[config.mk]
export PLATFORM = sky130hd
export DESIGN_NAME = periph_timer_unit
export DESIGN_NICKNAME = d
export VERILOG_FILES = /design/src/rtl/periph_timer_unit.sv
export SDC_FILE = /design/constraint.sdc
export NUM_CORES = 1
export LEC_CHECK = 0
export ABC_AREA = 1
export CAP_MARGIN = 30
export CORE_ASPECT_RATIO = 0.9
export CORE_MARGIN = 2
export CORE_UTILIZATION = 40
export CTS_CLUSTER_DIAMETER = 30
export DETAILED_ROUTE_END_ITERATION = 8
export PLACE_DENSITY = 0.66
export SYNTH_ARGS = -nofsm -noshare
export SYNTH_HDL_FRONTEND = slang
export SYNTH_SLANG_ARGS = --single-unit
[constraint.sdc]
create_clock -name clk -period 3.8 [get_ports clk]
set_clock_uncertainty 0.15 [all_clocks]
set_input_delay 1.14 -clock clk [delete_from_list [all_inputs] [get_ports clk]]
set_output_delay 1.14 -clock clk [all_outputs]
set_load 0.01 [all_outputs]
[src/rtl/periph_timer_unit.sv]
// Memory-mapped timer/LED/seven-segment peripheral on the MEM-stage bus.
// Reload timer with sticky interrupt status, free-running SYSTICK and a 4-digit display scanner.
module periph_timer_unit #(
    parameter logic [31:0] BASE_ADDR = 32'h4000_0000,
    parameter logic [15:0] SCAN_DIV  = 16'd50000
) (
    input  logic        clk,
    input  logic        reset,
    input  logic [31:0] addr,
    input  logic        Mem_rd,
    input  logic        Mem_wr,
    input  logic [31:0] Write_data,
    output logic [31:0] Read_data,
    output logic        irq,
    output logic [7:0]  leds,
    output logic [3:0]  an,
    output logic [7:0]  seg
);

    localparam logic [2:0] OFF_TH      = 3'd0;
    localparam logic [2:0] OFF_TL      = 3'd1;
    localparam logic [2:0] OFF_TCON    = 3'd2;
    localparam logic [2:0] OFF_LED     = 3'd3;
    localparam logic [2:0] OFF_DIGITS  = 3'd4;
    localparam logic [2:0] OFF_SYSTICK = 3'd5;
    localparam logic [15:0] SCAN_LAST  = SCAN_DIV - 16'd1;

    logic [31:0] th, tl, systick;
    logic [2:0]  tcon;
    logic [7:0]  led;
    logic [15:0] digits;
    logic [15:0] scan_cnt;
    logic [1:0]  digit_idx;

    logic       in_window;
    logic [2:0] word;
    logic       wr_th, wr_tl, wr_tcon, wr_led, wr_digits;
    logic       reload;
    logic       unused_byte_lane;

    // Byte lane is irrelevant: every register is a full word.
    assign unused_byte_lane = ^addr[1:0];

    assign in_window = (addr[31:5] == BASE_ADDR[31:5]);
    assign word      = addr[4:2];

    assign wr_th     = Mem_wr && in_window && (word == OFF_TH);
    assign wr_tl     = Mem_wr && in_window && (word == OFF_TL);
    assign wr_tcon   = Mem_wr && in_window && (word == OFF_TCON);
    assign wr_led    = Mem_wr && in_window && (word == OFF_LED);
    assign wr_digits = Mem_wr && in_window && (word == OFF_DIGITS);

    // A CPU write to TL pre-empts the reload, so it cannot raise the status bit either.
    assign reload = tcon[0] && (tl == 32'hFFFF_FFFF) && !wr_tl;

    assign irq  = tcon[1] & tcon[2];
    assign leds = led;

    always_comb begin
        // NOTE: default first so every path assigns Read_data and no latch is inferred.
        Read_data = 32'h0;
        if (Mem_rd && in_window) begin
            case (word)
                OFF_TH:      Read_data = th;
                OFF_TL:      Read_data = tl;
                OFF_TCON:    Read_data = {29'h0, tcon};
                OFF_LED:     Read_data = {24'h0, led};
                OFF_DIGITS:  Read_data = {16'h0, digits};
                OFF_SYSTICK: Read_data = systick;
                default:     Read_data = 32'h0;
            endcase
        end
    end

    always_ff @(posedge clk) begin
        // NOTE: non-blocking so every register samples the pre-edge values (reload uses old TH).
        if (reset) begin
            th      <= 32'h0;
            tl      <= 32'h0;
            tcon    <= 3'h0;
            led     <= 8'h0;
            digits  <= 16'h0;
            systick <= 32'h0;
        end else begin
            systick <= systick + 32'd1;
            if (wr_th)     th     <= Write_data;
            if (wr_led)    led    <= Write_data[7:0];
            if (wr_digits) digits <= Write_data[15:0];

            if (wr_tl)
                tl <= Write_data;
            else if (reload)
                tl <= th;
            else if (tcon[0])
                tl <= tl + 32'd1;

            if (wr_tcon)
                tcon <= Write_data[2:0];
            else if (reload && tcon[1])
                tcon[2] <= 1'b1;
        end
    end

    always_ff @(posedge clk) begin
        if (reset) begin
            scan_cnt  <= 16'h0;
            digit_idx <= 2'd0;
        end else if (scan_cnt >= SCAN_LAST) begin
            scan_cnt  <= 16'h0;
            digit_idx <= digit_idx + 2'd1;
        end else begin
            scan_cnt <= scan_cnt + 16'd1;
        end
    end

    logic [3:0] nibble;
    logic [6:0] hex_abcdefg;

    assign nibble = digits[{digit_idx, 2'b00} +: 4];
    assign an     = ~(4'b0001 << digit_idx);
    assign seg    = {1'b1, ~hex_abcdefg};

    always_comb begin
        hex_abcdefg = 7'h00;
        case (nibble)
            4'h0: hex_abcdefg = 7'h3F;
            4'h1: hex_abcdefg = 7'h06;
            4'h2: hex_abcdefg = 7'h5B;
            4'h3: hex_abcdefg = 7'h4F;
            4'h4: hex_abcdefg = 7'h66;
            4'h5: hex_abcdefg = 7'h6D;
            4'h6: hex_abcdefg = 7'h7D;
            4'h7: hex_abcdefg = 7'h07;
            4'h8: hex_abcdefg = 7'h7F;
            4'h9: hex_abcdefg = 7'h6F;
            4'hA: hex_abcdefg = 7'h77;
            4'hB: hex_abcdefg = 7'h7C;
            4'hC: hex_abcdefg = 7'h39;
            4'hD: hex_abcdefg = 7'h5E;
            4'hE: hex_abcdefg = 7'h79;
            4'hF: hex_abcdefg = 7'h71;
            default: hex_abcdefg = 7'h00;
        endcase
    end

endmodule

==> impl_metrics.prom <==
# TYPE chip_impl_metric gauge
chip_impl_metric{name="cts.sinks",unit=""} 141
chip_impl_metric{name="die_width",unit="um"} 160
chip_impl_metric{name="start_util",unit=""} 0.406
chip_impl_metric{name="grt_start_max_net_pins",unit=""} 81
chip_impl_metric{name="dr_total_vias",unit=""} 10100
chip_impl_info{name="setup.worst_path.start_class",value="input pin"} 1
chip_impl_metric{name="drt-vias-per-instance",unit=""} 5.38
chip_impl_metric{name="timing.critical_path.required",unit="ps"} 2510
chip_impl_metric{name="port-buffer-count",unit=""} 117
chip_impl_metric{name="period_needed",unit="ps"} 3840
chip_impl_metric{name="regToRegSetupSlack",unit="ps"} 1270
chip_impl_metric{name="slew_viol_final",unit=""} 0
chip_impl_info{name="worstReg2RegStart",value="tl[0]$_SDFFE_PP0P_"} 1
chip_impl_info{name="worst_r2r_endpoint",value="tl[29]$_SDFFE_PP0P_"} 1
chip_impl_info{name="run_status",value="complete, but fails checks"} 1
chip_impl_metric{name="ant_nets",unit=""} 0
chip_impl_metric{name="dpl.hpwl",unit="um"} 23100
chip_impl_metric{name="gpl.final_weighted_congestion",unit=""} 0.927
chip_impl_metric{name="timing.final.crit_share",unit=""} 1.01
chip_impl_metric{name="hold_path_depth",unit=""} 1
chip_impl_metric{name="drt_wl_total",unit="um"} 31700
chip_impl_metric{name="tightestPinTransition",unit="ps"} 986
chip_impl_info{name="violated_checks",value="setup timing"} 1
chip_impl_metric{name="cellInternalPower",unit="W"} 0.00244
chip_impl_metric{name="grt.total_usage",unit=""} 0.275
chip_impl_metric{name="overall_overflow_remaining_after_global_route",unit=""} 0
chip_impl_metric{name="postSynthNetCount",unit=""} 1496
chip_impl_metric{name="first_global_vias",unit=""} 9198
chip_impl_metric{name="synth.yosys.seq_area_share",unit=""} 0.322
chip_impl_metric{name="post-route-drc-count",unit=""} 0
chip_impl_metric{name="avgSynthCellArea",unit="sq um"} 6.18
chip_impl_metric{name="cts.htree.levels",unit=""} 4
chip_impl_info{name="clock-root-buffer",value="clkbuf_16"} 1
chip_impl_metric{name="avgRoutedWirePerCell",unit="um"} 16.9
chip_impl_metric{name="switching_power",unit="W"} 0.000887
chip_impl_metric{name="nets",unit=""} 1648
chip_impl_metric{name="post_route_cells_drive_above_1_share",unit=""} 0.167
chip_impl_info{name="tritoncts_clock_tree",value="built"} 1
chip_impl_metric{name="antenna_found_initial",unit=""} 0
chip_impl_metric{name="clkLatencyLatePin",unit="ps"} 440
chip_impl_metric{name="syn-cell-area",unit="sq um"} 8760
chip_impl_metric{name="dp_slack",unit="ps"} -833
chip_impl_metric{name="p_per_area",unit="nW/um^2"} 293
chip_impl_metric{name="final.setup.worst_slack",unit="ps"} -36.7
chip_impl_metric{name="seq_power_share",unit=""} 0.448
chip_impl_metric{name="synth.distinct_cells",unit=""} 49
chip_impl_info{name="setup.worst_path.end_class",value="primary output"} 1
chip_impl_metric{name="final_hold_slack",unit="ps"} 303
chip_impl_metric{name="global_route_wire_length_before_repair",unit="um"} 50000
chip_impl_metric{name="die-height",unit="um"} 144
chip_impl_metric{name="design.core.area",unit="sq um"} 21600
chip_impl_metric{name="fmax",unit="GHz"} 0.261
chip_impl_metric{name="combinationalPowerShare",unit=""} 0.063
chip_impl_metric{name="synth_seq_cells",unit=""} 141
chip_impl_metric{name="p_total",unit="W"} 0.00332
chip_impl_metric{name="area_delta_synth_final",unit="%"} 29.6
chip_impl_metric{name="cap_viol_max_count",unit=""} 0
chip_impl_metric{name="holdBufCountCts",unit=""} 0
chip_impl_metric{name="ant_cells",unit=""} 0
chip_impl_info{name="final_cell_mix",value="nand2_1 (390), nor2_1 (189), inv_1 (144)"} 1
chip_impl_info{name="start_to_end_type_of_the_worst_setup_path",value="in -> out"} 1
chip_impl_metric{name="cp.arrival",unit="ps"} 2550
chip_impl_metric{name="io_pins",unit=""} 121
chip_impl_metric{name="clk_path_buf_depth",unit=""} 2
chip_impl_metric{name="floorplan.die_area",unit="sq um"} 23100
chip_impl_metric{name="utilization",unit=""} 0.526
chip_impl_metric{name="crit_path_max_fanout",unit=""} 7
chip_impl_metric{name="path_clk_slew",unit="ps"} 70
chip_impl_metric{name="relSlewSlack",unit=""} 0.343
chip_impl_metric{name="worst_ir_drop_vdd",unit="uV"} 218
chip_impl_metric{name="synthesis.instances",unit=""} 1416
chip_impl_metric{name="swShare",unit=""} 0.267
chip_impl_metric{name="r2r_cells",unit=""} 11
chip_impl_info{name="layout.cells.most_common",value="nand2_1"} 1
chip_impl_info{name="min_to",value="scan_cnt[0]$_SDFF_PP0_"} 1
chip_impl_metric{name="dr.pass1.iters",unit=""} 6
chip_impl_metric{name="finalSetupViolations",unit=""} 4
chip_impl_metric{name="cts_inserted_buffers",unit=""} 17
chip_impl_info{name="hp-class",value="reg -> reg"} 1
chip_impl_metric{name="finalHoldViolations",unit=""} 0
chip_impl_metric{name="synthesis.yosys.warnings",unit=""} 0
chip_impl_info{name="setup_repair_after_global_routing_missed_its_margin",value="true"} 1
chip_impl_metric{name="placementRows",unit=""} 51
chip_impl_metric{name="initialDrtViolationCount",unit=""} 942
chip_impl_metric{name="clockPowerShare",unit=""} 0.489
chip_impl_info{name="hold_start",value="scan_cnt[0]$_SDFF_PP0_"} 1
chip_impl_metric{name="leakagePower",unit="nW"} 4.34
==> per-layer routing <==
layer  vias up  GRT usage  part of all wire
met5         -          0                 0
met4         0      0.110             0.033
met3        84     0.0422             0.088
met2       486      0.427              0.43
met1      4597      0.385              0.45
li1       4902          -                 -
==> cell type report <==
cell class	count	area, sq um
clock buffer	17	425
clock inverter	15	130
fill	2256	10200
inverter	159	607
multi-input combinational	1061	5410
sequential	141	2820
tap	291	364
timing repair buffer	188	1590
==> flip-flops by register name, summed over array words and instances, names as in the netlist <==
| register | cells |
|---|---|
| leds | 8 |
| tl | 32 |
| th | 32 |
| digits | 16 |
| scan_cnt | 16 |
| systick | 32 |
| digit_idx | 2 |
| tcon | 3 |
==> per-stage QoR <==
| step | setup TNS, ps | cells | area (sq um) |
|---|---|---|---|
| 2_1_floorplan | 0 | 1416 | 8760 |
| 3_3_place_gp | -21900 | 1827 | 10500 |
| 3_5_place_dp | -23050 | 1827 | 10500 |
| 4_1_cts | 0 | 1872 | 11400 |
| 5_1_grt | -1450 | 1872 | 11300 |
| 6_report | -85.4 | 1872 | 11300 |
==> worst max-delay path by stage <==
stage	start	end	slack (ps)	cells past startpoint
after global routing	addr[29]	Read_data[30]	-170	9
after floorplan	addr[28]	Read_data[10]	300	8
after global placement	addr[12]	Read_data[10]	-790	10
after CTS	addr[17]	Read_data[3]	3	11
final	addr[29]	Read_data[30]	-40	9
after detailed placement	addr[28]	Read_data[10]	-830	10
==> cell usage after synthesis (all sizes together) <==
cell      n  area share
o31ai     1     0.00086
nand4    15       0.011
and2      4      0.0029
nor4      3      0.0021
a21boi    2      0.0017
xnor2     7      0.0070
nand3    95       0.060
nand2   400        0.17
conb      1     0.00043
buf      17       0.012
nand3b    8      0.0069
or2       6      0.0043
clkbuf   38       0.016
o22ai    19       0.014
dfxtp   141        0.32
o21bai    4      0.0034
a31oi    10      0.0071
and3      1     0.00071
clkinv    8      0.0036
o21ai    60       0.034
nor3     26       0.017
a21oi   132       0.078
nor2    208       0.094
a22oi     1     0.00086
xor2     19       0.019
a32oi     2      0.0029
o21a      1     0.00086
inv     151       0.065
a41oi     4      0.0040
nor3b     5      0.0043
ha       12       0.017
o211ai    1     0.00086
a32o      1      0.0011
a221oi   13       0.013
==> kinds of logic after synthesis <==
family	share of synthesized area
AOI/OAI and AO/OA	0.163
xor gates and xnor gates	0.0260
adders and majority gates	0.0171
buffers and inverters	0.0965
DFF	0.322
other	0.000428
and+or+nand+nor	0.375
==> power groups by stage <==
| stage | Combinational (W) | Clock (W) | Sequential (W) |
|---|---|---|---|
| after floorplan | 0.0000642 | 0 | 0.00152 |
| after global placement | 0.000193 | 0 | 0.00152 |
| after detailed placement | 0.000194 | 0 | 0.00152 |
| after CTS | 0.000204 | 0.00163 | 0.00149 |
| after global routing | 0.000223 | 0.00170 | 0.00149 |
| final | 0.000208 | 0.00163 | 0.00149 |
==> critical path: stages <==
cell and delay [ps]:
buf_6 90, nand3b_1 200, inv_1 110, nand2_2 80
nor2_4 130, o211ai_1 180, buf_4 230, a31oi_1 200
buf_2 180
==> repair_timing <==
action / CTS / global route
pin swaps: 32 / 8
endpoints found under the setup margin: 39 / 62
setup buffers: 12 / 1
cloned: 1 / 0
resized for setup: 286 / 52
endpoints found under the hold margin: 0 / 0
Note: power is estimated with default switching activity, not from simulation.
